[config.mk]
export PLATFORM = sky130hd
export DESIGN_NAME = ram_dp_param
export DESIGN_NICKNAME = d
export VERILOG_FILES = /design/src/rtl/ram_dp_param.sv
export SDC_FILE = /design/constraint.sdc
export NUM_CORES = 1
export LEC_CHECK = 0
export ABC_AREA = 1
export BUFFER_PORTS_ARGS = -buffer_cell sky130_fd_sc_hd__buf_2
export CAP_MARGIN = 20
export CORE_MARGIN = 2
export CORE_UTILIZATION = 45
export CTS_BUF_LIST = sky130_fd_sc_hd__clkbuf_2
export CTS_CLUSTER_DIAMETER = 120
export CTS_CLUSTER_SIZE = 20
export DETAILED_ROUTE_END_ITERATION = 16
export PLACE_DENSITY = 0.66
export SYNTH_ARGS = -nofsm -noshare
export SYNTH_HDL_FRONTEND = slang
export SYNTH_SLANG_ARGS = --single-unit
[constraint.sdc]
create_clock -name clk -period 3.1 [get_ports clk]
set_input_delay 0.62 -clock clk [delete_from_list [all_inputs] [get_ports clk]]
set_output_delay 0.62 -clock clk [all_outputs]
set_load 0.005 [all_outputs]
[src/rtl/ram_dp_param.sv]
// Parametrised simple-dual-port synchronous RAM that clears itself to zero after reset.
// Optional even-parity protection per word is built when RAM_DP_PARITY_EN is defined.
`timescale 1ns/1ps
module ram_dp_param #(
  parameter int DATA_W     = 4,
  parameter int ADDR_W     = 4,
  parameter int DEPTH      = 16,
  parameter int READ_FIRST = 1
) (
  input  logic              clk,
  input  logic              rst_n,
  input  logic              we,
  input  logic [ADDR_W-1:0] wr_addr,
  input  logic [DATA_W-1:0] wr_data,
  input  logic              re,
  input  logic [ADDR_W-1:0] rd_addr,
  output logic [DATA_W-1:0] rd_data,
  output logic              rd_valid,
  output logic              init_busy,
  output logic              par_err,
  output logic              dbg_state
);

  // Handshake: a read is accepted whenever re=1 in RUN; rd_valid=1 on the next cycle marks
  // rd_data as that read's result. There is no backpressure, and requests are ignored in INIT.

  localparam int                IDX_W    = (DEPTH > 1) ? $clog2(DEPTH) : 1;
  localparam logic [ADDR_W:0]   DEPTH_X  = (ADDR_W+1)'(DEPTH);
  localparam logic [ADDR_W-1:0] LAST_PTR = ADDR_W'(DEPTH - 1);

  typedef enum logic {ST_INIT = 1'b0, ST_RUN = 1'b1} state_t;

  state_t            state;
  logic [ADDR_W-1:0] init_ptr;
  logic [DATA_W-1:0] mem [DEPTH];

  logic             wr_ok;
  logic             rd_ok;
  logic             collide;
  logic [IDX_W-1:0] wr_idx;
  logic [IDX_W-1:0] rd_idx;
  logic [IDX_W-1:0] init_idx;

  assign wr_ok    = we && ({1'b0, wr_addr} < DEPTH_X);
  assign rd_ok    = {1'b0, rd_addr} < DEPTH_X;
  assign collide  = wr_ok && re && (wr_addr == rd_addr);
  assign wr_idx   = wr_addr[IDX_W-1:0];
  assign rd_idx   = rd_addr[IDX_W-1:0];
  assign init_idx = init_ptr[IDX_W-1:0];

  assign dbg_state = (state == ST_RUN);

  // Storage has no reset; the INIT sweep is what zeroes it.
  always_ff @(posedge clk) begin
    if (state == ST_INIT) begin
      mem[init_idx] <= '0;
    end else if (wr_ok) begin
      mem[wr_idx] <= wr_data;
    end
  end

  always_ff @(posedge clk or negedge rst_n) begin
    if (!rst_n) begin
      state     <= ST_INIT;
      init_ptr  <= '0;
      init_busy <= 1'b1;
      rd_data   <= '0;
      rd_valid  <= 1'b0;
    end else begin
      case (state)
        ST_INIT: begin
          rd_valid <= 1'b0;
          if (init_ptr == LAST_PTR) begin
            state     <= ST_RUN;
            init_busy <= 1'b0;
          end else begin
            init_ptr <= init_ptr + 1'b1;
          end
        end
        ST_RUN: begin
          if (re) begin
            rd_valid <= 1'b1;
            if (!rd_ok) begin
              rd_data <= '0;
            end else if (collide && (READ_FIRST == 0)) begin
              rd_data <= wr_data;
            end else begin
              // Non-blocking storage update means this is the pre-write word on a collision.
              rd_data <= mem[rd_idx];
            end
          end else begin
            rd_valid <= 1'b0;
          end
        end
        default: state <= ST_INIT;
      endcase
    end
  end

`ifdef RAM_DP_PARITY_EN
  logic par_mem [DEPTH];
  logic par_err_q;

  // Plain always so the fault-injection task below may also update the parity bits.
  always @(posedge clk) begin
    if (state == ST_INIT) begin
      par_mem[init_idx] <= 1'b0;
    end else if (wr_ok) begin
      par_mem[wr_idx] <= ^wr_data;
    end
  end

  always_ff @(posedge clk or negedge rst_n) begin
    if (!rst_n) begin
      par_err_q <= 1'b0;
    end else if ((state == ST_RUN) && re && rd_ok && !(collide && (READ_FIRST == 0))) begin
      par_err_q <= par_mem[rd_idx] != (^mem[rd_idx]);
    end else begin
      par_err_q <= 1'b0;
    end
  end

  assign par_err = par_err_q;

`ifndef SYNTHESIS
  task automatic inject_par_flip(input logic [ADDR_W-1:0] addr);
    par_mem[addr[IDX_W-1:0]] = ~par_mem[addr[IDX_W-1:0]];
  endtask
`endif
`else
  assign par_err = 1'b0;
`endif

endmodule
==> impl_metrics.env, run 1 <==
export IMPL_cts_sinks=75
export IMPL_clk_pin_slew_ps=210
export IMPL_clk_path_buf_depth=2
export IMPL_first_iter_violations=172
export IMPL_skew_ps=27.0
export IMPL_worst_slew_pin_slew_ps=567
export IMPL_syn2layout_area_growth_pct=9.16
export IMPL_ys_seq_elements=75
export IMPL_yosys_top_cells_area="edfxtp_1 (59%), nand2_1 (12%), nand3_1 (7.9%)"
export IMPL_antenna_left=0
export IMPL_timing_hold_ws_ps=436
export IMPL_fin_nets=349
export IMPL_grt_pass1_wl_um=10400
export IMPL_ioPinCount=24
export IMPL_grt_setup_unrepaired="false"
export IMPL_startpoint="dbg_state"
export IMPL_synthFlopType="edfxtp_1"
export IMPL_synth_fp_nets=323
export IMPL_critPathSlowestCell="nor3_1"
export IMPL_tritoncts="built"
export IMPL_synth_cells=306
export IMPL_critPathCaptureType="register"
export IMPL_async_flop_share_pct=14.7
export IMPL_root_buffer="clkbuf_2"
export IMPL_path_max_fanout=12
export IMPL_syn_area_per_cell_um2=10.6
export IMPL_ff2ff_setup_slack_ps=1040
export IMPL_place_hpwl_um=4440
export IMPL_maxCapViolCount=0
export IMPL_relSlewSlack_pct=61.9
export IMPL_synth_edf_count=64
export IMPL_grt_remaining_overflow=0
export IMPL_diodes=0
export IMPL_report_final_slew_viol_count=0
export IMPL_rr_endpoint="mem[2][3]"
export IMPL_portBuffers=22
export IMPL_status="finished clean"
export IMPL_place_gp_congestion=0.791
export IMPL_hold_end="rd_data[3]"
export IMPL_crit_buf_inv=0
export IMPL_rr_worst_depth=4
export IMPL_critPathRequiredTime_ps=3240
export IMPL_cp_cell_sequence="nand2_2 > o21ai_1 > nand2_1 > nor3_1"
export IMPL_crit_family="simple AND/OR/NAND/NOR gates"
export IMPL_r2r_start="dbg_state"
export IMPL_final_util_pct=51.4
export IMPL_synth_top_cell_area_share_pct=59.1
export IMPL_max_clock_freq_mhz=485
export IMPL_antenna_found_initial=0
export IMPL_min_from="re"
export IMPL_dieArea_mm2=0.00792
export IMPL_layout_drive_gt1_share_pct=17.5
export IMPL_fin_crit_ps=2060
export IMPL_ir_drop_mv=0.274
export IMPL_cts_htree_levels=3
export IMPL_post_drt_via_cell_ratio=4.85
export IMPL_yosys_top_cells_count="nand2_1 (107), edfxtp_1 (64), nand3_1 (51)"
export IMPL_coreArea_mm2=0.00691
export IMPL_start_util_pct=47.1
export IMPL_die_w_um=89.0
export IMPL_rows=30
export IMPL_worst_setup_path_type="reg -> reg"
export IMPL_power_w=0.00176
export IMPL_synth_most_common_cell="nand2_1"
export IMPL_arrival_ps=2200
export IMPL_grt_start_max_net_pins=33
export IMPL_wl_per_cell_um=15.0
export IMPL_firstDrtPassIters=5
export IMPL_fillers=656
export IMPL_fin_setup_tns_ps=0
export IMPL_synth_distinct_cells=27
export IMPL_p_leak_nw=1.51
export IMPL_yosysSeqAreaShare_pct=67.6
export IMPL_drt_wl_total_um=6500
export IMPL_ys_warn_count=0
export IMPL_holdPathStages=4
export IMPL_timing_final_crit_share_pct=66.6
export IMPL_clk_latency_ps=500
export IMPL_setup_viol=0
export IMPL_hp_class="in -> reg"
export IMPL_startpoint_type="register"
export IMPL_numCtsBuffers=9
export IMPL_synth_largest_area_cell="edfxtp_1"
export IMPL_p_per_area_mw_per_mm2=497
export IMPL_hold_viol_final=0
export IMPL_grt_use_total_pct=18.1
export IMPL_die_h_um=89.0
export IMPL_vias=2100
export IMPL_drc_errors=0
export IMPL_netlist_area_mm2=0.00325
export IMPL_cp_slowest_stage_delay_ps=510
export IMPL_first_global_vias=2051
-- per-stage QoR --
stage | cell area, um2 | instances | worst slack (ps)
floorplan | 3250 | 306 | 1290
global placement | 3430 | 416 | 923
detailed placement | 3430 | 416 | 805
CTS | 3550 | 433 | 1020
global route | 3550 | 433 | 833
finish | 3550 | 433 | 1040
-- area by class of cell --
cell class	count	area, um2	share of cell area [%]
sequential	75	2200	62.0
clock inverter	6	55.1	1.55
timing repair buffer	28	158	4.44
clock buffer	10	50.0	1.41
multi-input combinational	197	888	25.0
tap	96	120	3.39
inverter	21	78.8	2.22
-- metal layers --
| layer | track usage [%] | wire length (um) |
|---|---|---|
| met5 | 0 | 0 |
| met4 | 8.55 | 122 |
| met3 | 2.59 | 165 |
| met2 | 29.7 | 3270 |
| met1 | 23.8 | 2930 |
-- repair_timing --
item / in CTS / in global routing
endpoints found under the hold margin: 10 / 0
setup endpoints to repair: 0 / 0
setup buffers: 0 / 0
hold buffers: 1 / 0
resized for setup: 0 / 0
-- state kept, by name, indices dropped and copies added (netlist names) --
signal,count
rd_data,4
rd_valid,1
dbg_state,1
init_idx,4
mem,64
init_busy,1
-- placed cells by master (no fill, tap or decap), types with 2 or more instances in the layout --
cell type and n:
nand3_1 51, buf_2 22, clkinv_2 3, nor3_2 3, inv_2 5, clkbuf_2 10
a21oi_1 2, buf_4 5, nand2_1 107, inv_1 16, nand2_2 2, dfrtp_1 10
nor2_1 17, o21ai_2 3, edfxtp_1 64, xor2_1 2
-- worst min-delay path, stage by stage --
cell and delay (ps):
buf_2 70, nand2_1 100, nand2_1 80, nand2_1 50
-- how the worst max path moves through the flow --
| stage | end | depth (start not counted) |
|---|---|---|
| finish | mem[2][3] | 4 |
| global route | mem[2][3] | 4 |
| CTS | mem[2][0] | 4 |
| detailed placement | mem[2][2] | 6 |
| global placement | mem[2][3] | 6 |
| floorplan | mem[2][0] | 6 |
-- logic make-up (layout without fill, tap and decap cells) --
group	after synthesis	in the layout	synth area share, %
AOI/OAI and AO/OA	8	8	1.66
other	1	1	0.115
and+or+nand+nor	185	185	24.6
DFF	75	75	67.6
xor gates and xnor gates	2	2	0.539
buffers and inverters	34	65	5.04
adders and majority gates	1	1	0.385
-- where the power goes --
| part | switching (W) | internal [W] | total [W] |
|---|---|---|---|
| clock | 0.000327 | 0.000184 | 0.000511 |
| sequential | 0.00000370 | 0.00111 | 0.00111 |
| combinational | 0.0000969 | 0.0000436 | 0.000141 |
| total | 0.000428 | 0.00134 | 0.00176 |
No activity file was read; power rests on OpenSTA's default activity.
==> run 2: changes to the inputs <==
Settings changed: ABC_AREA 1 to 0, PLACE_DENSITY 0.66 to 0.69.
Clock period 3.1 ns to 1.8 ns, I/O delays scaled along.
==> run 2 against run 1 <==
Sequential share of layout area down 0.33 points. Core utilization rose by 1.4 points. Critical endpoint is now mem[6][2]. Combinational power is 46% higher.
==> impl_metrics.env, run 2 <==
export IMPL_status="finished clean"
export IMPL_final_cell_area_mm2=0.00357
export IMPL_yosys_top_cells_count="edfxtp_1 (64), nor2_1 (23), a31oi_1 (10), dfrtp_1 (10), mux4_1 (9)"
export IMPL_startpoint_type="register"
export IMPL_vias=1735
export IMPL_ys_seq_elements=75
export IMPL_hold_viol_final=0
export IMPL_regMostFlops="mem"
export IMPL_antenna_found_initial=0
export IMPL_clk_latency_ps=490
export IMPL_post_drt_via_cell_ratio=5.54
export IMPL_grt_setup_unrepaired="true"
export IMPL_tritoncts="built"
export IMPL_place_gp_congestion=0.794
export IMPL_die_h_um=87.5
export IMPL_path_max_fanout=8
export IMPL_firstDrtPassIters=6
export IMPL_diodes=0
export IMPL_drt_wl_total_um=5750
export IMPL_p_per_area_mw_per_mm2=891
export IMPL_drc_errors=0
export IMPL_hp_class="in -> reg"
export IMPL_synth_top_cell_area_share_pct=61.2
export IMPL_cp_slowest_stage_delay_ps=520
export IMPL_synth_cells=189
export IMPL_portBuffers=22
export IMPL_timing_final_crit_share_pct=94.0
export IMPL_setup_viol=0
export IMPL_wl_per_cell_um=18.4
export IMPL_final_cell_mix="edfxtp_1 (64), nor2_1 (22), buf_2 (22)"
export IMPL_antenna_left=0
export IMPL_cts_sinks=75
export IMPL_timing_final_ws_setup_ps=108
export IMPL_rows=30
export IMPL_largest_reg_flops=64
export IMPL_dieArea_mm2=0.00766
export IMPL_ff2ff_setup_slack_ps=110
export IMPL_synth_distinct_cells=34
export IMPL_timing_hold_ws_ps=173
export IMPL_clk_pin_slew_ps=220
export IMPL_report_final_slew_viol_count=0
export IMPL_max_clock_freq_mhz=591
export IMPL_synth_fp_nets=206
export IMPL_yosys_top_cells_area="edfxtp_1 (61%), dfrtp_1 (8.0%), mux4_1 (7.5%)"
export IMPL_synth_edf_count=64
export IMPL_first_global_vias=1764
export IMPL_maxCapViolCount=0
export IMPL_synth_largest_area_cell="edfxtp_1"
export IMPL_start_util_pct=46.5
export IMPL_fillers=546
export IMPL_coreArea_mm2=0.00676
export IMPL_place_hpwl_um=4160
export IMPL_crit_path_frequent_cell="nor2b_1"
export IMPL_grt_remaining_overflow=0
export IMPL_async_flop_share_pct=14.7
export IMPL_arrival_ps=1840
export IMPL_critPathSlowestCell="dfrtp_1"
export IMPL_syn_area_per_cell_um2=16.6
export IMPL_fin_crit_ps=1690
export IMPL_worst_slew_pin_slew_ps=608
export IMPL_grt_use_total_pct=16.7
export IMPL_netlist_area_mm2=0.00314
export IMPL_critPathCaptureType="register"
export IMPL_cp_cell_sequence="nor2b_1 > nor2b_1 > a41oi_1 > nor2_1"
export IMPL_placed_area_mm2=0.00341
export IMPL_fin_setup_tns_ps=0
export IMPL_ys_warn_count=0
export IMPL_skew_ps=25.4
export IMPL_yosysSeqAreaShare_pct=70.0
export IMPL_grt_start_max_net_pins=17
export IMPL_layout_drive_gt1_share_pct=27.5
export IMPL_first_iter_violations=117
export IMPL_fin_nets=245
export IMPL_cts_htree_levels=3
export IMPL_synthFlopType="edfxtp_1"
export IMPL_ioPinCount=24
export IMPL_critPathRequiredTime_ps=1950
export IMPL_syn2layout_area_growth_pct=13.6
export IMPL_grt_pass1_wl_um=9230
export IMPL_worst_setup_path_type="reg -> reg"
export IMPL_synth_most_common_cell="edfxtp_1"
export IMPL_root_buffer="clkbuf_2"
export IMPL_relSlewSlack_pct=59.5
export IMPL_clk_path_buf_depth=2
export IMPL_die_w_um=87.5
export IMPL_numCtsBuffers=9
export IMPL_layout_commonest_cell="edfxtp_1"
export IMPL_ir_drop_mv=0.384
export IMPL_p_leak_nw=1.37
export IMPL_preCtsSetupSlack_ps=50.7
==> run 2: cell types whose count changed after synthesis, sizes merged, moves of 3 or more <==
cell   delta
nor3b     +3
buf       -5
o21ai     -4
inv      -16
nor2      +5
mux2i     +6
and3      +4
mux4     +14
nor2b     +5
o22ai     +4
nand2   -103
a31oi    +10
nand3    -49
==> run 2: cell families (layout without fill, tap and decap cells) <==
logic type,after synthesis,count (layout),synth area share [%]
and+or+nand+nor,54,54,8.49
adders and majority gates,1,1,0.398
muxes,22,22,13.7
other,1,1,0.119
buffers and inverters,14,58,2.51
AOI/OAI and AO/OA,20,20,4.18
xor gates and xnor gates,2,2,0.558
DFF,75,75,70.0
==> run 2: area by class of cell <==
type                    instances  area, um2  share of cell area (%)
flip-flops and latches         75       2200                    61.6
multi-input cells             100        866                    24.3
repair buffers                 37        238                    6.66
clock buffers                   9       45.0                    1.26
clock inverters                 7        101                    2.84
well taps                      80        100                    2.81
inverters                       5       18.8                   0.526
==> run 2: final timing paths <==
| kind | cells past startpoint | end | start |
|---|---|---|---|
| worst max-delay path | 4 | mem[6][2] | init_idx[2] |
| worst min-delay path | 3 | rd_data[0] | rd_addr[3] |
| worst max register to register | 4 | mem[6][2] | init_idx[2] |
| worst min register to register | 2 | init_busy | init_busy |
| max in group asynchronous | 2 | init_busy | rst_n |
| min in group asynchronous | 2 | rd_data[1] | rst_n |
==> run 2: power by group <==
part / switching, W / total, W / internal, W
combinational: 0.000114 / 0.000206 / 0.0000928
sequential: 0.00000757 / 0.00191 / 0.00191
clock: 0.000588 / 0.00106 / 0.000469
==> run 2: what timing repair did <==
item,in CTS,in global routing
buffers inserted,0,0
endpoints found under the setup margin,0,4
gates resized for setup,0,1
endpoints found under the hold margin,11,0
hold buffers,1,0
==> run 2: worst max-delay path, delay by kind of cell, from the launching register on <==
family	cells	cell delay [ps]
compound gates	1	90
flops	1	520
simple gates	3	750
==> run 2: metrics by stage <==
step	cells	util, %	power, W
after global placement	296	50.4	0.00215
after floorplan	189	-	0.00207
after detailed placement	296	50.4	0.00216
after global routing	313	52.8	0.00331
final	313	52.8	0.00318
after CTS	313	52.8	0.00321
==> run 2: per-layer routing <==
layer,share of wire [%],vias up,track usage [%]
met5,0,-,0
met4,0.50,0,6.29
met3,4.9,2,4.24
met1,47,858,23.7
met2,48,60,25.3
li1,-,815,-
